===== config.mk =====
export PLATFORM = sky130hd
export DESIGN_NAME = seg595_scanner
export DESIGN_NICKNAME = d
export VERILOG_FILES = /design/src/rtl/seg595_scanner.sv
export SDC_FILE = /design/constraint.sdc
export NUM_CORES = 1
export LEC_CHECK = 0
export ABC_CLOCK_PERIOD_IN_PS = 7800
export CAP_MARGIN = 10
export CORE_AREA = 4 4 109 111
export CTS_CLUSTER_DIAMETER = 120
export DETAILED_ROUTE_END_ITERATION = 12
export DIE_AREA = 0 0 113 115
export DONT_BUFFER_PORTS = 1
export GPL_TIMING_DRIVEN = 0
export HOLD_SLACK_MARGIN = 0.03
export PLACE_DENSITY = 0.69
export SLEW_MARGIN = 20
export SYNTH_ARGS = -nofsm -noshare
export SYNTH_HDL_FRONTEND = slang
export SYNTH_SLANG_ARGS = --single-unit

===== constraint.sdc =====
create_clock -name clk -period 7.8 [get_ports clk]
set_input_delay 0.39 -clock clk [delete_from_list [all_inputs] [get_ports clk]]
set_output_delay 0.39 -clock clk [all_outputs]
set_load 0.03 [all_outputs]

===== src/rtl/seg595_scanner.sv =====
// seg595_scanner: scans eight 8-bit segment patterns onto an 8-digit module
// built from two cascaded 74HC595 shift registers (sclk / rclk / dio).
// Optional build macro SEG595_ACTIVE_LOW_EN inverts the segment byte for
// common-anode modules; the digit-select byte is active-low in both builds.
module seg595_scanner #(
  parameter int unsigned CLK_DIV = 25
) (
  input  logic        clk,
  input  logic        rst,
  input  logic [63:0] seg_data,
  output logic        sclk,
  output logic        rclk,
  output logic        dio,
  output logic        frame_done
);

  localparam int unsigned CntW = (CLK_DIV > 1) ? $clog2(CLK_DIV) : 1;
  localparam logic [CntW-1:0] CntMax = CntW'(CLK_DIV - 1);

  typedef enum logic [2:0] {
    StIdle,
    StLoad,
    StShLo,
    StShHi,
    StLatch
  } state_e;

  state_e state_q, state_d;

  logic [CntW-1:0] cnt_q;
  logic            tick;

  logic [63:0] frame_q, frame_d;
  logic [15:0] word_q, word_d;
  logic [3:0]  idx_q, idx_d;
  logic [2:0]  digit_q, digit_d;
  logic [7:0]  seg_byte;
  logic [7:0]  sel_byte;

  logic sclk_d, rclk_d, dio_d, frame_done_d;

  assign tick = (cnt_q == CntMax);

  // Scan tick divider: free-running 0..CLK_DIV-1.
  always_ff @(posedge clk) begin
    if (rst) begin
      cnt_q <= '0;
    end else if (tick) begin
      cnt_q <= '0;
    end else begin
      cnt_q <= cnt_q + CntW'(1);
    end
  end

  // FSM state register.
  always_ff @(posedge clk) begin
    if (rst) begin
      state_q <= StIdle;
    end else begin
      state_q <= state_d;
    end
  end

  // FSM next state; every transition waits for a tick.
  always_comb begin
    state_d = state_q;
    if (tick) begin
      case (state_q)
        StIdle:  state_d = StLoad;
        StLoad:  state_d = StShLo;
        StShLo:  state_d = StShHi;
        StShHi:  state_d = (idx_q == 4'd0) ? StLatch : StShLo;
        StLatch: state_d = StLoad;
        default: state_d = StIdle;
      endcase
    end
  end

  // Datapath next state: snapshot, word build, bit index and digit counter.
  always_comb begin
    frame_d  = frame_q;
    word_d   = word_q;
    idx_d    = idx_q;
    digit_d  = digit_q;
    seg_byte = 8'h00;
    sel_byte = 8'hFF;
    if (tick) begin
      case (state_q)
        StLoad: begin
          // Snapshot only at the start of a frame so a frame never tears.
          if (digit_q == 3'd0) begin
            frame_d = seg_data;
          end
`ifdef SEG595_ACTIVE_LOW_EN
          seg_byte = ~frame_d[{digit_q, 3'b000} +: 8];
`else
          seg_byte = frame_d[{digit_q, 3'b000} +: 8];
`endif
          sel_byte = ~(8'b1 << digit_q);
          // Segment byte shifts out first so it ends up in the far 595.
          word_d   = {seg_byte, sel_byte};
          idx_d    = 4'd15;
        end
        StShHi: begin
          if (idx_q != 4'd0) begin
            idx_d = idx_q - 4'd1;
          end
        end
        StLatch: begin
          digit_d = digit_q + 3'd1;
        end
        default: ;
      endcase
    end
  end

  // FSM outputs, decoded from the next state so the pins come straight from flops.
  always_comb begin
    sclk_d       = (state_d == StShHi);
    rclk_d       = (state_d == StLatch);
    dio_d        = 1'b0;
    if ((state_d == StShLo) || (state_d == StShHi)) begin
      dio_d = word_d[idx_d];
    end
    frame_done_d = tick && (state_q == StLatch) && (digit_q == 3'd7);
  end

  // Datapath and output registers.
  always_ff @(posedge clk) begin
    if (rst) begin
      frame_q    <= '0;
      word_q     <= '0;
      idx_q      <= '0;
      digit_q    <= '0;
      sclk       <= 1'b0;
      rclk       <= 1'b0;
      dio        <= 1'b0;
      frame_done <= 1'b0;
    end else begin
      frame_q    <= frame_d;
      word_q     <= word_d;
      idx_q      <= idx_d;
      digit_q    <= digit_d;
      sclk       <= sclk_d;
      rclk       <= rclk_d;
      dio        <= dio_d;
      frame_done <= frame_done_d;
    end
  end

endmodule

==> impl_metrics.json, run 1 <==
{
  "status": "finished clean",
  "drtAntennaViolNets": 0,
  "die-width_um": 113,
  "die_y_um": 115,
  "nFillCells": 1019,
  "grt_pass1_wl_mm": 22.0,
  "nets": 669,
  "worst_setup_path_start_kind": "flop",
  "relSlewSlack": 0.453,
  "power_frac_comb": 0.029,
  "skew_ns": 0.0188,
  "synthFlopType": "dfxtp_1",
  "fin_util": 0.475,
  "crit_buf_inv": 6,
  "grt_overflow": 0,
  "synth_seq_cells": 99,
  "grt_usage": 0.213,
  "syn_avg_cell_area_um2": 8.14,
  "multi_input_area_mm2": 0.00254,
  "antenna_cells": 0,
  "dpl.hpwl_mm": 10.0,
  "synth_top_area_share": 0.418,
  "synth_edf_count": 0,
  "gp_congestion": 0.880,
  "cts_hold_buf": 0,
  "fin_crit_ns": 3.95,
  "end_kind": "flop",
  "power_density_mw_per_mm2": 172,
  "via_per_inst": 5.76,
  "drt-total-wl_mm": 13.5,
  "cts_buffer_depth": 2,
  "slew_violations": 0,
  "period_share": 0.506,
  "drive_gt1_frac": 0.0785,
  "fin_setup_tns_ns": 0,
  "yosys_warnings": 0,
  "cts_sinks": 99,
  "p_switching_uw": 212,
  "synth_most_common_cell": "nand2_1",
  "clk_pin_slew_ns": 0.11,
  "numCtsBuffers": 9,
  "insertion_delay_ns": 0.38,
  "cts_tree": "done",
  "grt_setup_unrepaired": "false",
  "drtIter0Drc": 343,
  "cap_viol_max_count": 0,
  "irDropWorstVdd_mv": 0.126,
  "crit_arrival_ns": 4.25,
  "holdCritPathClass": "input pin to flop",
  "p_leak_uw": 0.00170,
  "vias": 4258,
  "synthCells": 583,
  "area_delta_synth_final_pct": 8.04,
  "crit_chain": "clkbuf_1 -> inv_1 -> ha_1 -> buf_2 -> nor2b_1 -> buf_2 -> buf_1 -> nand2_1 -> clkbuf_1 -> nand2_1 -> a21oi_1",
  "synthTopCellsByCount": "nand2_1 (164), dfxtp_1 (99), a21oi_1 (85)",
  "power.total_uw": 882,
  "power.internal_uw": 670,
  "h-tree-depth": 3,
  "dieArea_mm2": 0.0130,
  "worst-setup-path-type": "flop to flop",
  "setup_viol": 0,
  "worst_slew_pin_slew_ns": 0.814,
  "seqCellArea_mm2": 0.00198,
  "syn-cell-area_mm2": 0.00475,
  "core-area_mm2": 0.0108,
  "num_io_pins": 70,
  "cp_max_fo": 10,
  "cpLargestDelayFamily": "buffers and inverters",
  "cts_setup_buffers": 0,
  "antenna_found_initial": 0,
  "rows": 38,
  "cp_slowest_cell": "dfxtp_1",
  "initial_utilization": 0.440,
  "grt_max_degree": 19,
  "synth_top_cell_by_area": "dfxtp_1",
  "wl_per_cell_um": 18.3,
  "dr.pass1.iters": 6,
  "cts_root_buf": "clkbuf_8",
  "synthesis.nets": 658,
  "setup_slack_ns": 3.85,
  "synth.distinct_cells": 63,
  "async_flop_share": 0,
  "dp_slack_ns": 3.93,
  "portBuffers": 0,
  "clkPwrFrac": 0.395,
  "drc_errors": 0,
  "cts_resized": 0,
  "critical_path_required_ns": 8.10,
  "fmax_mhz": 253,
  "switching_share": 0.240,
  "power_frac_seq": 0.576,
  "grt_pass1_vias": 4313,
  "cpPeakStageDelay_ns": 0.59,
  "ys_seq_area_frac": 0.418,
  "synth_area_leaders": "dfxtp_1 (42%), nand2_1 (13%), a21oi_1 (9.0%)",
  "finalHoldViolCount": 0
}
-- cell type report --
type	count	share of cell area
buffer	42	0.0361
clock buffer	9	0.0242
clock inverter	7	0.0161
inverter	11	0.00805
multi-input combinational	431	0.495
sequential	99	0.386
tap	140	0.0342
-- placed cells by master, fill, tap and decap left out, drive strengths merged, types with 3 or more instances in the layout --
master,netlist,layout
nand4,3,3
a221oi,8,8
clkbuf,29,38
inv,10,13
nand2b,4,4
dfxtp,99,99
mux2i,12,12
o21ai,4,4
nand2,164,164
a2111oi,4,4
nor2b,4,4
nor3,7,7
ha,9,9
buf,13,13
a22oi,3,3
nor2,37,37
mux4,15,15
a21oi,85,85
nor4,3,3
a31oi,6,6
nand3,14,14
nor3b,4,4
clkinv,1,3
-- cells by family (layout without fill, tap and decap cells) --
family | Yosys count | after routing | share of synthesized area
XOR/XNOR | 4 | 4 | 0.00738
multiplexers | 28 | 28 | 0.0988
flip-flops | 99 | 99 | 0.418
AO/OA/AOI/OAI | 136 | 136 | 0.174
AND/OR/NAND/NOR | 254 | 254 | 0.231
buffers and inverters | 53 | 69 | 0.0477
adder cells (fa/ha/maj) | 9 | 9 | 0.0237
-- worst register-to-register path, cell delays in order, from the launching register on --
cell and delay, ns:
dfxtp_1 0.59, clkbuf_1 0.49, inv_1 0.31, ha_1 0.29, buf_2 0.22, nor2b_1 0.16, buf_2 0.21, buf_1 0.36
nand2_1 0.47, clkbuf_1 0.47, nand2_1 0.12, a21oi_1 0.18
-- flip-flops by register name, indices dropped and copies added, names as in the netlist, 3 cells and up --
signal	count
state_q	3
frame_q	64
cnt_q	5
word_q	16
idx_q	4
digit_q	3
-- metrics by stage --
stage / hold slack (ns) / cell area [um^2] / std cells
floorplan: 0.430 / 4750 / 583
global placement: 0.439 / 4920 / 723
detailed placement: 0.448 / 4920 / 723
CTS: 0.117 / 5130 / 739
global route: 0.111 / 5130 / 739
finish: 0.124 / 5130 / 739
-- final timing paths --
path,slack [ns],to,start,cells after the start
hold / removal,0.12,frame_q[36],seg_data[36],2
setup reg to reg,3.85,frame_q[27],digit_q[0],11
hold reg to reg,0.46,frame_q[50],frame_q[50],2
setup / recovery,3.85,frame_q[27],digit_q[0],11
-- layer usage --
layer  GRT usage  vias to the layer above  routed length, um
li1            -                     2056                  -
met3      0.0695                       30               1090
met1       0.263                     2020               5610
met2       0.355                      152               6470
met4      0.0697                        0                326
met5           0                        -                  0
-- power groups by stage --
stage / registers [uW] / clock network (uW) / logic [uW]
floorplan: 519 / 0 / 18.0
global placement: 519 / 0 / 25.0
detailed placement: 519 / 0 / 25.6
CTS: 508 / 353 / 25.7
global route: 508 / 372 / 27.8
finish: 508 / 348 / 26.0
No activity file was read; power rests on OpenSTA's default activity.
==> run 2: changes to the inputs <==
--- a/config.mk
+++ b/config.mk
@@ -5,7 +5,7 @@
 export SDC_FILE = /design/constraint.sdc
 export NUM_CORES = 1
 export LEC_CHECK = 0
-export ABC_CLOCK_PERIOD_IN_PS = 7800
+export ABC_CLOCK_PERIOD_IN_PS = 3500
 export CAP_MARGIN = 10
 export CORE_AREA = 4 4 109 111
 export CTS_CLUSTER_DIAMETER = 120
@@ -14,7 +14,7 @@
 export DONT_BUFFER_PORTS = 1
 export GPL_TIMING_DRIVEN = 0
 export HOLD_SLACK_MARGIN = 0.03
-export PLACE_DENSITY = 0.69
+export PLACE_DENSITY = 0.71
 export SLEW_MARGIN = 20
 export SYNTH_ARGS = -nofsm -noshare
 export SYNTH_HDL_FRONTEND = slang
==> constraint.sdc (replaced) <==
create_clock -name clk -period 3.5 [get_ports clk]
set_input_delay 0.175 -clock clk [delete_from_list [all_inputs] [get_ports clk]]
set_output_delay 0.175 -clock clk [all_outputs]
set_load 0.03 [all_outputs]
==> run 2 against run 1 <==
Compared with the run above: maximum frequency is 17% higher; routed wire length rose by 11%; global-route usage is 2.2 points higher; sequential share of layout area shrank 4.4 points; utilization is 6.2 points higher; first-iteration DRC count shrank 7.6%; critical path type unchanged.
==> impl_metrics.json, run 2 (synthesis gave the netlist of run 1 again) <==
{
  "dieArea_mm2": 0.0130,
  "nets": 734,
  "place_inst": 723,
  "grt_pass1_vias": 4845,
  "cap_viol_max_count": 0,
  "grt_overflow": 0,
  "drtIter0Drc": 317,
  "drive_gt1_frac": 0.0828,
  "finalHoldViolCount": 0,
  "relSlewSlack": 0.456,
  "setup_viol": 0,
  "clk_pin_slew_ns": 0.10,
  "grt_max_degree": 19,
  "status": "finished clean",
  "die_y_um": 115,
  "crit_top_cell": "buf_2",
  "nFillCells": 969,
  "fmax_mhz": 296,
  "cts_root_buf": "clkbuf_8",
  "stdcell_count": 804,
  "power_density_mw_per_mm2": 351,
  "fin_setup_tns_ns": 0,
  "rows": 38,
  "area_delta_synth_final_pct": 22.1,
  "end_kind": "flop",
  "final_cell_mix": "nand2_1 (163), dfxtp_1 (99), a21oi_1 (85)",
  "crit_arrival_ns": 3.68,
  "slew_violations": 0,
  "dr.pass1.iters": 5,
  "fin_util": 0.537,
  "vias": 4781,
  "grt_usage": 0.235,
  "drc_errors": 0,
  "insertion_delay_ns": 0.38,
  "largest_reg_flops": 64,
  "power.total_uw": 2030,
  "antenna_found_initial": 0,
  "portBuffers": 0,
  "die-width_um": 113,
  "dpl.hpwl_mm": 10.1,
  "cts_setup_buffers": 0,
  "wl_per_cell_um": 18.6,
  "worst-setup-path-type": "flop to flop",
  "cts_sinks": 99,
  "skew_ns": 0.0149,
  "fin_crit_ns": 3.37,
  "cts_buffer_depth": 2,
  "grt_pass1_wl_mm": 24.3,
  "worst_setup_path_start_kind": "flop",
  "irDropWorstVdd_mv": 0.313,
  "p_leak_uw": 0.00198,
  "grt_setup_unrepaired": "false",
  "cp_slowest_cell": "dfxtp_1",
  "dp_slack_ns": -0.349,
  "gp_congestion": 0.942,
  "final_common_cell": "nand2_1",
  "critical_path_required_ns": 3.81,
  "initial_utilization": 0.440,
  "antenna_cells": 0,
  "cts_tree": "done",
  "cp_max_fo": 10,
  "h-tree-depth": 3,
  "via_per_inst": 5.95,
  "drt-total-wl_mm": 14.9,
  "crit_buf_inv": 4,
  "crit_chain": "clkbuf_2 -> inv_1 -> ha_1 -> buf_2 -> nor2b_1 -> buf_2 -> mux2i_1 -> o2111ai_1 -> nand4_1 -> a21o_1 -> a31o_1 -> o211ai_2",
  "core-area_mm2": 0.0108,
  "num_io_pins": 70,
  "cpLargestDelayFamily": "buffers and inverters",
  "drtAntennaViolNets": 0,
  "top_regs": "frame_q: 64 flops, word_q: 16 flops, cnt_q: 5 flops",
  "cpPeakStageDelay_ns": 0.60,
  "top_register": "frame_q",
  "worst_slew_pin_slew_ns": 0.809,
  "numCtsBuffers": 9,
  "period_share": 0.964,
  "setup_slack_ns": 0.127,
  "holdCritPathClass": "input pin to flop"
}
[run 2: metrics by stage]
stage	area [um^2]	hold slack [ns]
6_report	5790	0.0630
5_1_grt	5790	0.0874
4_1_cts	5790	0.0611
3_5_place_dp	4920	0.319
3_3_place_gp	4920	0.312
2_1_floorplan	4750	0.311
[run 2: path summary, 6_finish.rpt]
kind	from	to	slack [ns]	cells after the start
hold / removal	rst	cnt_q[1]	0.06	2
setup reg to reg	digit_q[0]	dio	0.13	12
setup / recovery	digit_q[0]	dio	0.13	12
hold reg to reg	frame_q[46]	frame_q[46]	0.46	2
[run 2: what timing repair did]
action                     4_1_cts  5_1_grt
setup endpoints to repair       64       13
hold endpoints to repair        65        0
hold buffers                    65        0
gates resized for setup          4        8
[run 2: layout make-up]
class / count / area, um^2 / share of cell area
Clock buffer: 9 / 124 / 0.0214
Timing Repair Buffer: 65 / 651 / 0.112
Sequential cell: 99 / 1980 / 0.342
Multi-Input combinational cell: 431 / 2540 / 0.439
Clock inverter: 7 / 86.3 / 0.0149
Tap cell: 140 / 175 / 0.0302
Buffer: 42 / 194 / 0.0335
Inverter: 11 / 41.3 / 0.00713
[run 2: metal layers]
metal,routed length (um),vias up,global-route usage
met3,1250,52,0.0595
met5,0,-,0
li1,-,2185,-
met4,479,0,0.0978
met2,7350,274,0.405
met1,5850,2270,0.281
[run 2: where the power goes]
group	leakage [uW]	internal (uW)	switching, uW
combinational	0.00108	69.4	50.3
sequential	0.000798	1130	2.82
clock	0.000101	343	438
total	0.00198	1540	491
==> run 3: changes to the inputs <==
--- a/config.mk
+++ b/config.mk
@@ -15,6 +15,7 @@
 export GPL_TIMING_DRIVEN = 0
 export HOLD_SLACK_MARGIN = 0.03
 export PLACE_DENSITY = 0.71
+export SETUP_SLACK_MARGIN = 0.5
 export SLEW_MARGIN = 20
 export SYNTH_ARGS = -nofsm -noshare
 export SYNTH_HDL_FRONTEND = slang
==> run 3 against run 2 <==
Compared with the run above: power grew 0.11%; utilization up 0.27 points; clock skew is 0.0047 ns higher; first-iteration DRC count grew 15%; clock power hardly changed; count of clock-buffer cells in the layout is the same; worst hold slack improved by 0.0012 ns; non-clock buffer count stayed put; critical endpoint unchanged.
==> impl_metrics.json, run 3 (synthesis gave the netlist of run 1 again) <==
{
  "via_per_inst": 5.92,
  "fin_crit_ns": 2.88,
  "top_register": "frame_q",
  "antenna_found_initial": 0,
  "h-tree-depth": 3,
  "antenna_cells": 0,
  "final_common_cell": "nand2_1",
  "gp_congestion": 0.942,
  "power_frac_comb": 0.059,
  "hp-start": "rst",
  "grt_setup_unrepaired": "true",
  "power.total_uw": 2030,
  "area_delta_synth_final_pct": 22.7,
  "min_to": "cnt_q[1]",
  "clk_pin_slew_ns": 0.10,
  "rows": 38,
  "largest_reg_flops": 64,
  "dp_slack_ns": -0.349,
  "die_y_um": 115,
  "portBuffers": 0,
  "drive_gt1_frac": 0.0964,
  "skew_ns": 0.0197,
  "r2r_end": "dio",
  "nFillCells": 963,
  "reg2reg_depth": 12,
  "fmax_mhz": 347,
  "relSlewSlack": 0.458,
  "reg2reg_setup_slack_ns": 0.62,
  "irDropWorstVdd_mv": 0.315,
  "core-area_mm2": 0.0108,
  "period_share": 0.823,
  "r2r_start": "digit_q[0]",
  "cts_buffer_depth": 2,
  "cts_tree": "done",
  "insertion_delay_ns": 0.38,
  "drt-total-wl_mm": 15.2,
  "p_switching_uw": 494,
  "top_regs": "frame_q: 64 flops, word_q: 16 flops, cnt_q: 5 flops",
  "worst_setup_path_start_kind": "flop",
  "setup_slack_ns": 0.621,
  "cp_slowest_cell": "dfxtp_4",
  "critical_path_required_ns": 3.81,
  "clkPwrFrac": 0.385,
  "wl_per_cell_um": 18.8,
  "power_frac_seq": 0.556,
  "drtIter0Drc": 363,
  "grt_max_degree": 19,
  "cts_sinks": 99,
  "nets": 734,
  "cpPeakStageDelay_ns": 0.44,
  "initial_utilization": 0.440,
  "drtAntennaViolNets": 0,
  "numCtsBuffers": 9,
  "power_density_mw_per_mm2": 349,
  "num_io_pins": 70,
  "grt_pass1_vias": 4844,
  "grt_overflow": 0,
  "crit_top_cell": "buf_4",
  "min_path_cells": 2,
  "final_cell_mix": "nand2_1 (163), dfxtp_1 (98), a21oi_1 (85)",
  "switching_share": 0.243,
  "drc_errors": 0,
  "worst-setup-path-type": "flop to flop",
  "crit_chain": "clkbuf_4 -> inv_2 -> ha_1 -> buf_4 -> nor2b_1 -> buf_4 -> mux2i_1 -> o2111ai_1 -> nand4_1 -> a21o_1 -> a31o_1 -> o211ai_2",
  "vias": 4760,
  "worst_slew_pin_slew_ns": 0.806,
  "setup_viol": 0,
  "power.internal_uw": 1540,
  "finalHoldViolCount": 0,
  "crit_arrival_ns": 3.18,
  "cp_max_fo": 10,
  "dieArea_mm2": 0.0130,
  "grt_pass1_wl_mm": 24.3,
  "p_leak_uw": 0.00201,
  "dpl.hpwl_mm": 10.1,
  "dr.pass1.iters": 6,
  "fin_setup_tns_ns": 0,
  "grt_usage": 0.235,
  "status": "finished clean",
  "holdCritPathClass": "input pin to flop",
  "cts_root_buf": "clkbuf_8",
  "cts_setup_buffers": 0,
  "cap_viol_max_count": 0,
  "slew_violations": 0,
  "end_kind": "flop",
  "die-width_um": 113
}
-- run 3: worst max path at each step --
stage          cells after the start       start          end  slack, ns
2_1_floorplan                     12  digit_q[0]          dio       0.73
3_3_place_gp                      11  digit_q[0]  frame_q[58]      -0.23
3_5_place_dp                      11  digit_q[0]   frame_q[6]      -0.35
4_1_cts                           12  digit_q[0]          dio       0.52
5_1_grt                           10    cnt_q[0]  frame_q[39]       0.49
6_report                          12  digit_q[0]          dio       0.62
-- run 3: critical path: cells and delay by family (launching register included) --
kind | cells | cell delay, ns
AO/OA/AOI/OAI | 4 | 0.87
adder cells (fa/ha/maj) | 1 | 0.23
buffers and inverters | 4 | 0.75
flip-flops | 1 | 0.44
multiplexers | 1 | 0.16
AND/OR/NAND/NOR | 2 | 0.34
-- run 3: power groups by stage --
| stage | combinational, uW | sequential (uW) | clock [uW] |
|---|---|---|---|
| finish | 120 | 1130 | 783 |
| global route | 127 | 1130 | 834 |
| CTS | 116 | 1130 | 789 |
| detailed placement | 55.8 | 1160 | 0 |
| global placement | 55.3 | 1160 | 0 |
| floorplan | 40.1 | 1160 | 0 |
-- run 3: stage by stage --
stage / util / hold slack, ns / std cells / area [um^2]
after global placement: 0.456 / 0.312 / 723 / 4920
after floorplan: - / 0.311 / 583 / 4750
final: 0.540 / 0.0642 / 804 / 5820
after CTS: 0.537 / 0.0611 / 804 / 5800
after global routing: 0.540 / 0.0874 / 804 / 5820
after detailed placement: 0.456 / 0.319 / 723 / 4920
-- run 3: repair_timing --
action                                  in CTS  in global routing
hold buffers                                65                  0
gates resized for setup                     10                 19
endpoints found under the hold margin       65                  0
endpoints found under the setup margin      73                 65
cloned                                       0                  0
-- run 3: per-layer routing --
metal  routed length, um  GRT usage  vias to the layer above
li1                    -          -                     2189
met3                1270     0.0579                       51
met4                 517     0.0986                        0
met5                   0          0                        -
met2                7420      0.405                      243
met1                5940      0.282                     2277
-- run 3: cell type report --
class                           instances  area [um^2]  share of cell area
Tap cell                              140          175              0.0301
Timing Repair Buffer                   65          651               0.112
Inverter                               11         43.8             0.00752
Sequential cell                        99         1990               0.341
Buffer                                 42          209              0.0359
Multi-Input combinational cell        431         2550               0.438
Clock inverter                          7         86.3              0.0148
Clock buffer                            9          124              0.0213
